$ cat config.mk
export PLATFORM = sky130hd
export DESIGN_NAME = clock_gate_ctrl_flat
export DESIGN_NICKNAME = d
export VERILOG_FILES = /design/src/rtl/clock_gate_ctrl_pkg.sv /design/src/rtl/clock_gate_ctrl_if.sv /design/src/rtl/clock_gate_ctrl_sync_edge_detect.sv /design/src/rtl/clock_gate_ctrl.sv /design/src/flat_wrapper.sv
export SDC_FILE = /design/constraint.sdc
export NUM_CORES = 1
export LEC_CHECK = 0
export BUFFER_PORTS_ARGS = -buffer_cell sky130_fd_sc_hd__buf_2
export CAP_MARGIN = 5
export CORE_MARGIN = 4
export CORE_UTILIZATION = 52
export CTS_BUF_LIST = sky130_fd_sc_hd__clkbuf_4 sky130_fd_sc_hd__clkbuf_8
export DETAILED_ROUTE_END_ITERATION = 7
export PLACE_DENSITY = 0.88
export SLEW_MARGIN = 40
export SYNTH_ARGS = -nofsm -noshare
export SYNTH_HDL_FRONTEND = slang
export SYNTH_SLANG_ARGS = --single-unit
$ cat constraint.sdc
create_clock -name clk_in -period 1.9 [get_ports clk_in]
set_input_delay 0.095 -clock clk_in [delete_from_list [all_inputs] [get_ports clk_in]]
set_output_delay 0.095 -clock clk_in [all_outputs]
set_load 0.01 [all_outputs]
$ cat src/rtl/clock_gate_ctrl_pkg.sv
// Shared encodings for the CPU clock gate controller.
// Mode inputs and FSM states.
package clock_gate_pkg;

  typedef enum logic [1:0] {
    MODE_HALT = 2'b00,
    MODE_RUN  = 2'b01,
    MODE_STEP = 2'b10,
    MODE_DIV  = 2'b11
  } mode_e;

  typedef enum logic [1:0] {
    ST_HALTED   = 2'b00,
    ST_RUNNING  = 2'b01,
    ST_STEPPING = 2'b10,
    ST_DIVIDING = 2'b11
  } state_e;

endpackage

$ cat src/rtl/clock_gate_ctrl_if.sv
// Control and status bundle of the clock gate controller.
// master drives mode/step inputs, slave is the controller.
interface clock_gate_ctrl_if #(
  parameter int CNT_W = 16,
  parameter int DIV_W = 8,
  parameter int CYC_W = 32
);
  logic [1:0]       mode;
  logic             step_req;
  logic [CNT_W-1:0] step_count;
  logic [DIV_W-1:0] div_ratio;
  logic             clk_en;
  logic             clk_out;
  logic             busy;
  logic [CYC_W-1:0] cycle_count;

  modport master (
    output mode, step_req, step_count, div_ratio,
    input  clk_en, clk_out, busy, cycle_count
  );

  modport slave (
    input  mode, step_req, step_count, div_ratio,
    output clk_en, clk_out, busy, cycle_count
  );
endinterface

$ cat src/rtl/clock_gate_ctrl_sync_edge_detect.sv
// Synchronizer for an async level plus a one-cycle
// rising-edge pulse in the clk domain.
module sync_edge_detect #(
  parameter int STAGES = 2
) (
  input  logic clk,
  input  logic reset,
  input  logic async_in,
  output logic pulse
);
  logic [STAGES-1:0] chain;
  logic              prev;

  // shift the async level through the chain, keep last value
  always_ff @(posedge clk) begin
    if (reset) begin
      chain <= '0;
      prev  <= 1'b0;
    end else begin
      chain <= {chain[STAGES-2:0], async_in};
      prev  <= chain[STAGES-1];
    end
  end

  assign pulse = chain[STAGES-1] & ~prev;
endmodule

$ cat src/rtl/clock_gate_ctrl.sv
// Glitch-free gated clock / enable generator for the CPU:
// halt, run, step bursts and divide-by-N.
module clock_gate_ctrl
  import clock_gate_pkg::*;
#(
  parameter int CNT_W       = 16,
  parameter int DIV_W       = 8,
  parameter int SYNC_STAGES = 2,
  parameter int CYC_W       = 32
) (
  input  logic clk_in,
  input  logic reset,
  clock_gate_ctrl_if.slave bus
);
  state_e           state;
  state_e           state_nx;
  logic             step_pulse;
  logic             en_d;
  logic             en_q;
  logic             en_n;
  logic             busy_d;
  logic [CNT_W-1:0] remaining;
  logic [CNT_W-1:0] step_n;
  logic [DIV_W-1:0] div_cnt;
  logic [DIV_W-1:0] div_r;
  logic [DIV_W-1:0] ratio_n;
  logic             div_wrap;
  logic [CYC_W-1:0] cyc_q;

  sync_edge_detect #(
    .STAGES(SYNC_STAGES)
  ) u_sync (
    .clk     (clk_in),
    .reset   (reset),
    .async_in(bus.step_req),
    .pulse   (step_pulse)
  );

  assign step_n   = (bus.step_count == '0) ?
                    CNT_W'(1) : bus.step_count;
  assign ratio_n  = (bus.div_ratio == '0) ?
                    DIV_W'(1) : bus.div_ratio;
  assign div_wrap = (div_cnt == div_r - DIV_W'(1));

  // state register
  always_ff @(posedge clk_in) begin
    if (reset) state <= ST_HALTED;
    else       state <= state_nx;
  end

  // next-state logic; every mode change goes via HALTED
  always_comb begin
    state_nx = state;
    unique case (state)
      ST_HALTED: begin
        if (bus.mode == MODE_RUN)
          state_nx = ST_RUNNING;
        else if (bus.mode == MODE_DIV)
          state_nx = ST_DIVIDING;
        else if (bus.mode == MODE_STEP && step_pulse)
          state_nx = ST_STEPPING;
      end
      ST_RUNNING: begin
        if (bus.mode != MODE_RUN)
          state_nx = ST_HALTED;
      end
      ST_STEPPING: begin
        if (bus.mode != MODE_STEP ||
            remaining == CNT_W'(1))
          state_nx = ST_HALTED;
      end
      ST_DIVIDING: begin
        if (bus.mode != MODE_DIV)
          state_nx = ST_HALTED;
      end
      default: state_nx = ST_HALTED;
    endcase
  end

  // enable/busy decode; an aborted step gets no more enables
  always_comb begin
    en_d   = 1'b0;
    busy_d = 1'b0;
    unique case (state)
      ST_HALTED:   en_d = 1'b0;
      ST_RUNNING:  en_d = 1'b1;
      ST_STEPPING: begin
        en_d   = (bus.mode == MODE_STEP);
        busy_d = 1'b1;
      end
      ST_DIVIDING: en_d = (div_cnt == '0);
      default:     en_d = 1'b0;
    endcase
  end

  // burst length and divider counters
  always_ff @(posedge clk_in) begin
    if (reset) begin
      remaining <= '0;
      div_cnt   <= '0;
      div_r     <= DIV_W'(1);
    end else begin
      if (state == ST_HALTED &&
          state_nx == ST_STEPPING)
        remaining <= step_n;
      else if (state == ST_STEPPING)
        remaining <= remaining - CNT_W'(1);

      if (state == ST_DIVIDING &&
          state_nx == ST_DIVIDING) begin
        if (div_wrap) begin
          div_cnt <= '0;
          div_r   <= ratio_n;
        end else begin
          div_cnt <= div_cnt + DIV_W'(1);
        end
      end else begin
        div_cnt <= '0;
        div_r   <= ratio_n;
      end
    end
  end

  // registered enable and issued-cycle counter
  always_ff @(posedge clk_in) begin
    if (reset) begin
      en_q  <= 1'b0;
      cyc_q <= '0;
    end else begin
      en_q  <= en_d;
      cyc_q <= cyc_q + {{(CYC_W-1){1'b0}}, en_q};
    end
  end

  // latch enable while clk_in is low so clk_out cannot glitch
  always_ff @(negedge clk_in) begin
    en_n <= en_q;
  end

  assign bus.clk_en      = en_q;
  assign bus.clk_out     = clk_in & en_n;
  assign bus.busy        = busy_d;
  assign bus.cycle_count = cyc_q;
endmodule

$ cat src/flat_wrapper.sv
// flat-port wrapper written by rule: the top's interface ports become plain ports
module clock_gate_ctrl_flat import clock_gate_pkg::*;
#(
  parameter int CNT_W       = 16,
  parameter int DIV_W       = 8,
  parameter int SYNC_STAGES = 2,
  parameter int CYC_W       = 32
)
  (clk_in, reset, bus_mode, bus_step_req, bus_step_count, bus_div_ratio, bus_clk_en, bus_clk_out, bus_busy, bus_cycle_count);
  clock_gate_ctrl_if #(.CNT_W(CNT_W), .DIV_W(DIV_W), .CYC_W(CYC_W)) bus_i ();
  input  logic clk_in;
  input  logic reset;
  input wire logic [$bits(bus_i.mode)-1:0] bus_mode;
  input wire logic [$bits(bus_i.step_req)-1:0] bus_step_req;
  input wire logic [$bits(bus_i.step_count)-1:0] bus_step_count;
  input wire logic [$bits(bus_i.div_ratio)-1:0] bus_div_ratio;
  output wire logic [$bits(bus_i.clk_en)-1:0] bus_clk_en;
  output wire logic [$bits(bus_i.clk_out)-1:0] bus_clk_out;
  output wire logic [$bits(bus_i.busy)-1:0] bus_busy;
  output wire logic [$bits(bus_i.cycle_count)-1:0] bus_cycle_count;
  assign bus_i.mode = bus_mode;
  assign bus_i.step_req = bus_step_req;
  assign bus_i.step_count = bus_step_count;
  assign bus_i.div_ratio = bus_div_ratio;
  assign bus_clk_en = bus_i.clk_en;
  assign bus_clk_out = bus_i.clk_out;
  assign bus_busy = bus_i.busy;
  assign bus_cycle_count = bus_i.cycle_count;
  clock_gate_ctrl #(.CNT_W(CNT_W), .DIV_W(DIV_W), .SYNC_STAGES(SYNC_STAGES), .CYC_W(CYC_W)) u_core (.clk_in(clk_in), .reset(reset), .bus(bus_i));
endmodule
[After elaboration in Yosys (flattened, before gate mapping)]
Index checks and enable logic that the tools add are counted.
Operators by class
  $add $sub $neg: 4
  equality and inequality tests: 14
  muxes and demuxes: 15
  bitwise logic cells: 4
  reductions and logical operators: 10
Operators with widths (count)
  two-way mux 16 bit: 3
  adder 32 x 1 -> 32 bit: 1
  two-way mux 8 bit: 3
  equality test 16 x 1 -> 1 bit (second input constant): 1
  zero test 16 bit: 1
  zero test 8 bit: 2
  subtractor 16 x 1 -> 16 bit (second input constant): 1
  equality test 2 bit (second input constant): 6
  two-way mux 2 bit: 6
  adder 8 x 1 -> 8 bit (second input constant): 1
  equality test 8 bit: 1
  case mux 2 bit (4 select lines): 1
  subtractor 8 x 1 -> 8 bit (second input constant): 1
  equality test 2 x 1 -> 1 bit (second input constant): 2
  inequality test 2 x 1 -> 1 bit (second input constant): 2
  inequality test 2 bit (second input constant): 2
  case mux 1 bit (4 select lines): 1
  logical AND 1 bit: 3
  OR reduction 3 bit: 1
  bitwise AND 1 bit: 2
  zero test 2 bit: 1
  NOT 1 bit: 2
  nonzero test 2 bit: 1
  logical OR 1 bit: 1
  two-way mux 1 bit: 1
Word-level totals
  bits in registers: 71
  bits of input ports: 29
  output and inout bits: 35
  word-level logic and storage cells: 56

[Depth between registers and ports, before layout]
Gate-level depths: netlist of run 1.
  word-level depth: 11
  gate-level depth with buffers: 9
  gate-level depth less buffers: 8

[Hierarchy]
A second synthesis of run 1 with hierarchy kept.
Unflattened totals
  cell total of the unflattened synthesis: 386
  area, all modules: 3353.2 µm²
By module, submodules not included
  clock_gate_ctrl: instances 1, cells each 379, area each 3265.6 µm², sequential area each 1361.3 µm²
  sync_edge_detect: instances 1, cells each 7, area each 87.6 µm², sequential area each 60.1 µm²

==> impl_results.md, run 1 <==
- DIE WIDTH: 89.4 um
- DR WL met2: 5.43 mm
- Area share of the largest cell type after synthesis: 41.2%
- Antenna-violating nets left: 0
- Distinct cell type count after synthesis: 48
- Area delta synth->final: 45.3%
- Status: finished, violations left
- Worst rel slew slack: 71.0%
- TritonCTS clock tree: done
- DR pass1 iterations: 5
- Layout cell share with drive strength beyond 1: 34.6%
- Failing checks: negative setup slack
- Most common cell on crit path: or3_4
- # port buffers: 63
- CP max stage cell: or4_4
- Core Footprint: 6390 um^2
- DIE AREA: 8000 um^2
- Initial antenna violation count: 0
- Arrival @ worst endpoint: 2.46 ns
- Crit path required time: 2.24 ns
- Core Util, Final: 78.4%
- Clk network pwr share: 36.2%
- Cell taking the most area after synthesis: dfxtp_1
- Hold Path Depth: 3
- Multi-input combinational cell area: 2170 um^2
- Residual DRC: 0
- Worst hold path class: input pin to flip-flop
- Mean routed wirelength per cell: 16.7 um
- Setup crit end kind: flip-flop
- DIE HEIGHT: 89.4 um
- Filler Cell Count: 398
- Dpl hpwl: 6.40 mm
- CP Max Fanout: 4
- Number of flops mapped to enable cells by yosys: 0
- Total track usage: 25.8%
- Stages on the worst setup path: 6
- RSZ-0062 raised after global routing: true
- Post-synth net total: 444
- Mapped cell area: 3450 um^2
- Cell chain of the critical path: or3_4, or4_4, or3_4, a21o_1, a221oi_2, nor2_1
- Final setup fails: 8
- Initial Utilization: 54.0%
- Fmax: 471 MHz
- TNS Setup: -0.960 ns
- Combinational share of power: 23.2%
- P_leak: 2.07 nW
- Crit share post-route: 112%
- Buf/Inv on CP: 0
- Grt ovf: 0
- Max stage delay on crit path: 0.47 ns
- Most used DFF post-synth: dfxtp_1
- Ports: 64
- DRT met1 WL: 4.12 mm
- Post-synthesis average cell area: 8.45 um^2
- Reg2Reg Depth: 6
- Routability Congestion: 0.905
- First-pass GRT wire length: 16.1 mm
- Minimum clock period after layout: 2.12 ns
- Switch share: 29.3%
- Routed vias: 3,660
- Vias in the first global route: 3,578
- Ant. Diodes: 0
- Yosys reg bits: 71
- Rows: 29
- Clock Skews: 0.0523 ns
- Final wirelength: 10.6 mm
- Pwr Density: 794 nW/um^2
- Pin count of the biggest net entering global routing: 27
- CP Launch Type: flip-flop
- Top post-synthesis cells by area: dfxtp_1 (41%), xor2_1 (6.3%), xnor2_1 (6.1%)
- YS warnings: 0
- Routed vias/inst: 5.77
- Layout Nets: 588
- Total power: 3.98 mW
- Sequential area share after synthesis: 41.2%
- Setup CP Type: flip-flop to flip-flop
- Crit-path leading delay family: simple AND/OR/NAND/NOR gates
- Clock Latency Late Sink: 0.50 ns
- Final Max Slew Viols: 0
- Share of synthesized flip-flops with an asynchronous set or reset: 0%
- Part of the power in registers: 40.6%
- Highest routed layer: met4
- Met3 WL: 803 um
- Tightest Pin Transition: 0.435 ns
- P_sw: 1.17 mW
- VDD IR max: 532 uV
- Mapped Cells: 408
- Worst-path clk slew: 0.08 ns
- Storage cell area: 1440 um^2
- Cell Int Power: 2.81 mW
- DRT iter0 DRCs: 262
- Max_cap viols: 0
- Final Hold Fails: 0
- Setup ws final: -0.223 ns
[Yosys cell counts (6+ instances only)]
cell      number
nor4_1         9
nand4_1       10
nand3_1       14
nand2_1       38
a21oi_1       16
mux2i_1        8
or3_1          6
clkbuf_1      11
o21ai_0       10
and3_1         9
ha_1           7
xor2_1        25
dfxtp_1       71
xnor2_1       24
nor2_1        51
nor2b_1        7
nor3_1        27
inv_1         12
[flip-flops by register name, summed over array words and instances (netlist names)]
signal                  flops
u_core.div_cnt              8
u_core.remaining           16
u_core.u_sync.prev          1
u_core.bus.clk_en           1
u_core.u_sync.chain         2
u_core.bus.cycle_count     32
u_core.en_n                 1
u_core.div_r                8
u_core.state                2
[stage by stage]
step	hold slack (ns)	cell area (um^2)	std cells	setup WS, ns
after floorplan	0.223	3460	408	-0.170
after global placement	0.303	4160	580	-0.156
after detailed placement	0.303	4160	580	-0.229
after CTS	0.0338	4750	626	-0.204
after global routing	0.0546	5010	634	-0.254
final	0.0760	5010	634	-0.223
[layout make-up]
cell class / instances / area share [%]
Sequential cell: 71 / 28.7
Multi-Input combinational cell: 311 / 43.3
Clock inverter: 7 / 1.42
Tap cell: 77 / 1.92
Clock buffer: 14 / 3.80
Inverter: 12 / 0.949
Timing Repair Buffer: 142 / 19.9
[final timing paths]
check / start / end / slack (ns)
worst max-delay path: u_core.remaining[6] / u_core.remaining[11] / -0.22
worst min-delay path: bus_step_count[1] / u_core.remaining[1] / 0.08
worst max register to register: u_core.remaining[6] / u_core.remaining[11] / -0.22
worst min register to register: u_core.u_sync.chain[1] / u_core.u_sync.prev / 0.47
[power groups by stage]
stage / clock [mW] / combinational (mW) / sequential (mW)
after CTS: 1.45 / 0.724 / 1.60
after global routing: 1.53 / 0.985 / 1.62
final: 1.44 / 0.924 / 1.61
after floorplan: 0.0105 / 0.378 / 1.63
after global placement: 0.0129 / 0.601 / 1.63
after detailed placement: 0.0129 / 0.626 / 1.63
[worst min-delay path: stages]
cell and delay (ns):
buf_2 0.10, a21oi_1 0.19, a211oi_1 0.08
[routing by layer]
layer | vias to the layer above | GRT usage, %
li1 | 1727 | -
met1 | 1732 | 29.7
met2 | 181 | 44.7
met3 | 20 | 8.11
met4 | 0 | 9.74
met5 | - | 0
[cells by family after synthesis]
| family | Yosys count | synth area share [%] |
|---|---|---|
| compound gates | 54 | 10.7 |
| xor+xnor | 49 | 12.4 |
| fa+ha+maj | 7 | 2.54 |
| buf+inv | 26 | 2.87 |
| flops | 71 | 41.2 |
| mux | 8 | 2.32 |
| simple gates | 193 | 27.9 |
[cells in the final DEF, fill, tap and decap left out, types with 3 or more instances in the layout]
cell           Yosys  layout
buf_2              1      62
dfxtp_1           71      61
buf_4              0      51
nor2_1            51      50
nand2_1           38      37
dlygate4sd3_1      0      25
xor2_1            25      24
xnor2_1           24      22
nor3_1            27      21
nand3_1           14      14
a21oi_1           16      14
clkbuf_8           0      13
nand4_1           10      10
and3_1             9       9
dfxtp_2            0       9
inv_1             12       8
nor4_1             9       8
o21ai_0           10       8
nor2b_1            7       7
mux2i_1            8       7
or3_4              1       4
a221oi_1           5       4
and2_1             5       4
buf_6              0       4
inv_2              0       3
nand2b_1           3       3
and4_1             3       3
nor3_4             0       3
a211oi_1           3       3
nor3_2             0       3
or3_1              6       3
ha_4               0       3
ha_1               7       3
[repair_timing]
action                     in CTS  in global routing
setup endpoints to repair      28                 40
pin swaps                       4                 12
hold buffers                   25                  0
hold endpoints to repair       25                  0
setup buffers                   2                  8
resized for setup              18                 48
Note: power is estimated with default switching activity, not from simulation.
==> run 2: changes to the inputs <==
--- a/config.mk
+++ b/config.mk
@@ -11,8 +11,9 @@
 export CORE_UTILIZATION = 52
 export CTS_BUF_LIST = sky130_fd_sc_hd__clkbuf_4 sky130_fd_sc_hd__clkbuf_8
 export DETAILED_ROUTE_END_ITERATION = 7
-export PLACE_DENSITY = 0.88
+export PLACE_DENSITY = 0.89
 export SLEW_MARGIN = 40
 export SYNTH_ARGS = -nofsm -noshare
 export SYNTH_HDL_FRONTEND = slang
+export SYNTH_HIERARCHICAL = 1
 export SYNTH_SLANG_ARGS = --single-unit
==> constraint.sdc (replaced) <==
create_clock -name clk_in -period 1.9 [get_ports clk_in]
set_input_delay 0.19 -clock clk_in [delete_from_list [all_inputs] [get_ports clk_in]]
set_output_delay 0.19 -clock clk_in [all_outputs]
set_load 0.01 [all_outputs]
==> impl_results.md, run 2 <==
- Hold_sp: bus_step_count[3] (was bus_step_count[1])
- Beginning of the critical path: u_core/en_n (was u_core.remaining[6])
- CP Launch Type: flip-flop (unchanged)
- Yosys reg bits: 71 (unchanged)
- Routability Congestion: 0.869 (was 0.905)
- First-pass GRT wire length: 15.0 mm (was 16.1 mm)
- Core Footprint: 6100 um^2 (was 6390 um^2)
- Antenna-violating nets left: 0 (unchanged)
- Area share of the largest cell type after synthesis: 42.4% (was 41.2%)
- Switch share: 22.7% (was 29.3%)
- Most common cell after layout, fill and taps aside: dfxtp_1 (was buf_2)
- VDD IR max: 621 uV (was 532 uV)
- # port buffers: 63 (unchanged)
- Fin Hold WS: 0.0259 ns (was 0.0760 ns)
- CP Max Fanout: 1 (was 4)
- Routed vias: 3,417 (was 3,660)
- Clock Skews: 0.0517 ns (was 0.0523 ns)
- Tightest Pin Transition: 0.677 ns (was 0.435 ns)
- Setup CP Type: flip-flop to output pin (was flip-flop to flip-flop)
- Ports: 64 (unchanged)
- Combinational share of power: 11.2% (was 23.2%)
- Worst-path clk slew: 0.08 ns (about the same)
- Sequential area share after synthesis: 42.4% (was 41.2%)
- Initial antenna violation count: 0 (unchanged)
- Mapped cell area: 3350 um^2 (was 3450 um^2)
- Pin count of the biggest net entering global routing: 31 (was 27)
- DIE WIDTH: 88.3 um (was 89.4 um)
- Most used DFF post-synth: dfxtp_1 (unchanged)
- Top post-synthesis cells by area: dfxtp_1 (42%), xor2_1 (7.1%), nor2_1 (5.8%) (was dfxtp_1 (41%), xor2_1 (6.3%), xnor2_1 (6.1%))
- Post-synthesis average cell area: 8.69 um^2 (was 8.45 um^2)
- Initial Utilization: 55.0% (was 54.0%)
- RSZ-0062 raised after global routing: true (unchanged)
- Arrival @ worst endpoint: 1.98 ns (was 2.46 ns)
- Crit-path leading delay family: flip-flops (was simple AND/OR/NAND/NOR gates)
- P_sw: 893 uW (was 1.17 mW)
- Max stage delay on crit path: 0.29 ns (was 0.47 ns)
- Dpl hpwl: 6.22 mm (was 6.40 mm)
- Part of the power in registers: 39.9% (was 40.6%)
- Area delta synth->final: 42.0% (was 45.3%)
- Buf/Inv on CP: 1 (was 0)
- Clock Latency Late Sink: 0.49 ns (was 0.50 ns)
- Crit path required time: 1.71 ns (was 2.24 ns)
- Vias in the first global route: 3,317 (was 3,578)
- Max_cap viols: 0 (unchanged)
- Pwr Density: 826 nW/um^2 (was 794 nW/um^2)
- DIE AREA: 7800 um^2 (was 8000 um^2)
- Rows: 28 (was 29)
- Share of synthesized flip-flops with an asynchronous set or reset: 0% (unchanged)
- Worst hold path class: input pin to flip-flop (unchanged)
- Final wirelength: 9.72 mm (was 10.6 mm)
- Setup crit end kind: output pin (was flip-flop)
- Mapped Cells: 386 (was 408)
- Total power: 3.93 mW (was 3.98 mW)
- DP Worst Slack: -0.152 ns (was -0.229 ns)
- DIE HEIGHT: 88.3 um (was 89.4 um)
- Cell taking the most area after synthesis: dfxtp_1 (unchanged)
- Status: finished, violations left (unchanged)
- Most numerous cell in the Yosys netlist: dfxtp_1 (unchanged)
- Post-synth net total: 422 (was 444)
- Non-Filler Instances: 590 (was 634)
- Setup ws final: -0.269 ns (was -0.223 ns)
- CP max stage cell: dfxtp_1 (was or4_4)
- TritonCTS clock tree: done (unchanged)
- Layout Nets: 546 (was 588)
- Number of flip-flops under the largest register name: 32 (unchanged)
- Commonest cells after routing, fill and taps aside: dfxtp_1 (64), buf_2 (63), nor2_1 (51), buf_4 (44), xor2_1 (27) (was buf_2 (62), dfxtp_1 (61), buf_4 (51), nor2_1 (50), nand2_1 (37))
- Ant. Diodes: 0 (unchanged)
- Number of flops mapped to enable cells by yosys: 0 (unchanged)
- Grt ovf: 0 (unchanged)
- Commonest cells in the synthesized netlist: dfxtp_1 (71), nor2_1 (52), xor2_1 (27), a21oi_1 (26), nor3_1 (22) (was dfxtp_1 (71), nor2_1 (51), nand2_1 (38), nor3_1 (27), xor2_1 (25))
- Final Hold Fails: 0 (unchanged)
- P_leak: 2.02 nW (was 2.07 nW)
- Cell Int Power: 3.04 mW (was 2.81 mW)
- Reg-to-Reg Start: u_core/div_r[0] (was u_core.remaining[6])
- DRT iter0 DRCs: 193 (was 262)
- Final Max Slew Viols: 0 (unchanged)
- Distinct cell type count after synthesis: 49 (was 48)
- Mean routed wirelength per cell: 16.5 um (was 16.7 um)
- Routed vias/inst: 5.79 (was 5.77)
- Placed cell count: 555 (was 580)
- Worst rel slew slack: 54.7% (was 71.0%)
- Final setup fails: 18 (was 8)
- YS warnings: 6 (was 0)
- Failing checks: negative setup slack (unchanged)
- Layout cell share with drive strength beyond 1: 35.3% (was 34.6%)
- DR pass1 iterations: 4 (was 5)
- Cell chain of the critical path: and2_1, buf_2 (was or3_4, or4_4, or3_4, a21o_1, a221oi_2, nor2_1)
- Residual DRC: 0 (unchanged)
- Total track usage: 24.8% (was 25.8%)
- Clk network pwr share: 48.8% (was 36.2%)
[run 2: cell count changes in the layout (fill, tap and decap cells not counted), moves of 4 or more]
cell / previous run / this run
a21oi_1: 14 / 26
a22o_1: 0 / 7
buf_4: 51 / 44
bufinv_16: 1 / 5
dlygate4sd3_1: 25 / 11
mux2i_1: 7 / 1
nand2_1: 37 / 16
nand3_1: 14 / 18
nor3_1: 21 / 10
nor3_2: 3 / 12
xnor2_1: 22 / 17
[run 2: layer usage]
metal  routed length [um]  global-route usage (%)  part of all wire, %
met1                 3930                    30.1                   40
met2                 4860                    40.1                   50
met3                  694                    7.54                  7.1
met4                  239                    12.2                  2.5
met5                    0                       0                    0
[run 2: layout make-up]
| class | instances | area (um^2) |
|---|---|---|
| timing repair buffer | 120 | 785 |
| clock buffer | 13 | 170 |
| multi-input combinational | 293 | 2070 |
| clock inverter | 8 | 171 |
| fill | 394 | 1340 |
| sequential | 71 | 1430 |
| inverter | 10 | 42.5 |
| tap | 75 | 93.8 |
[run 2: final timing paths]
kind | endpoint | slack (ns) | cells past startpoint
max | bus_clk_out | -0.27 | 2
min | u_core/remaining[3] | 0.03 | 3
max reg2reg | u_core/div_r[2] | -0.13 | 9
min reg2reg | u_core/u_sync/chain[1] | 0.45 | 1
[run 2: tightest hold or removal path: cells and delay by family]
family | cells | cell delay (ns)
and+or+nand+nor | 1 | 0.09
AOI/OAI and AO/OA | 1 | 0.07
buffers and inverters | 1 | 0.08
[run 2: power groups by stage]
stage	registers [mW]	clock network (mW)	logic [mW]
floorplan	1.60	0.0104	0.202
global placement	1.59	0.0127	0.350
detailed placement	1.60	0.0127	0.360
CTS	1.56	1.94	0.395
global route	1.58	2.02	0.476
finish	1.57	1.92	0.442
[run 2: what timing repair did]
item | 4_1_cts | 5_1_grt
resized for setup | 13 | 34
setup buffers | 2 | 3
hold endpoints to repair | 11 | 0
pin swaps | 11 | 18
setup endpoints to repair | 15 | 35
cloned | 1 | 0
hold buffers | 11 | 0
[run 2: logic make-up (layout without fill, tap and decap cells)]
group	after synthesis	count (layout)	synth area share (%)
AOI/OAI and AO/OA	64	64	12.4
muxes	1	1	0.299
DFF	71	71	42.4
and+or+nand+nor	175	176	27.7
adders and majority gates	7	7	2.61
xor gates and xnor gates	45	45	11.8
buffers and inverters	23	151	2.87
[run 2: stage by stage]
step | setup TNS (ns) | util (%) | instance area, um^2
final | -1.44 | 78.1 | 4760
after detailed placement | -1.12 | 66.9 | 4080
after floorplan | -1.09 | - | 3410
after CTS | -1.57 | 75.5 | 4600
after global routing | -2.91 | 78.1 | 4760
after global placement | -0.126 | 66.9 | 4080
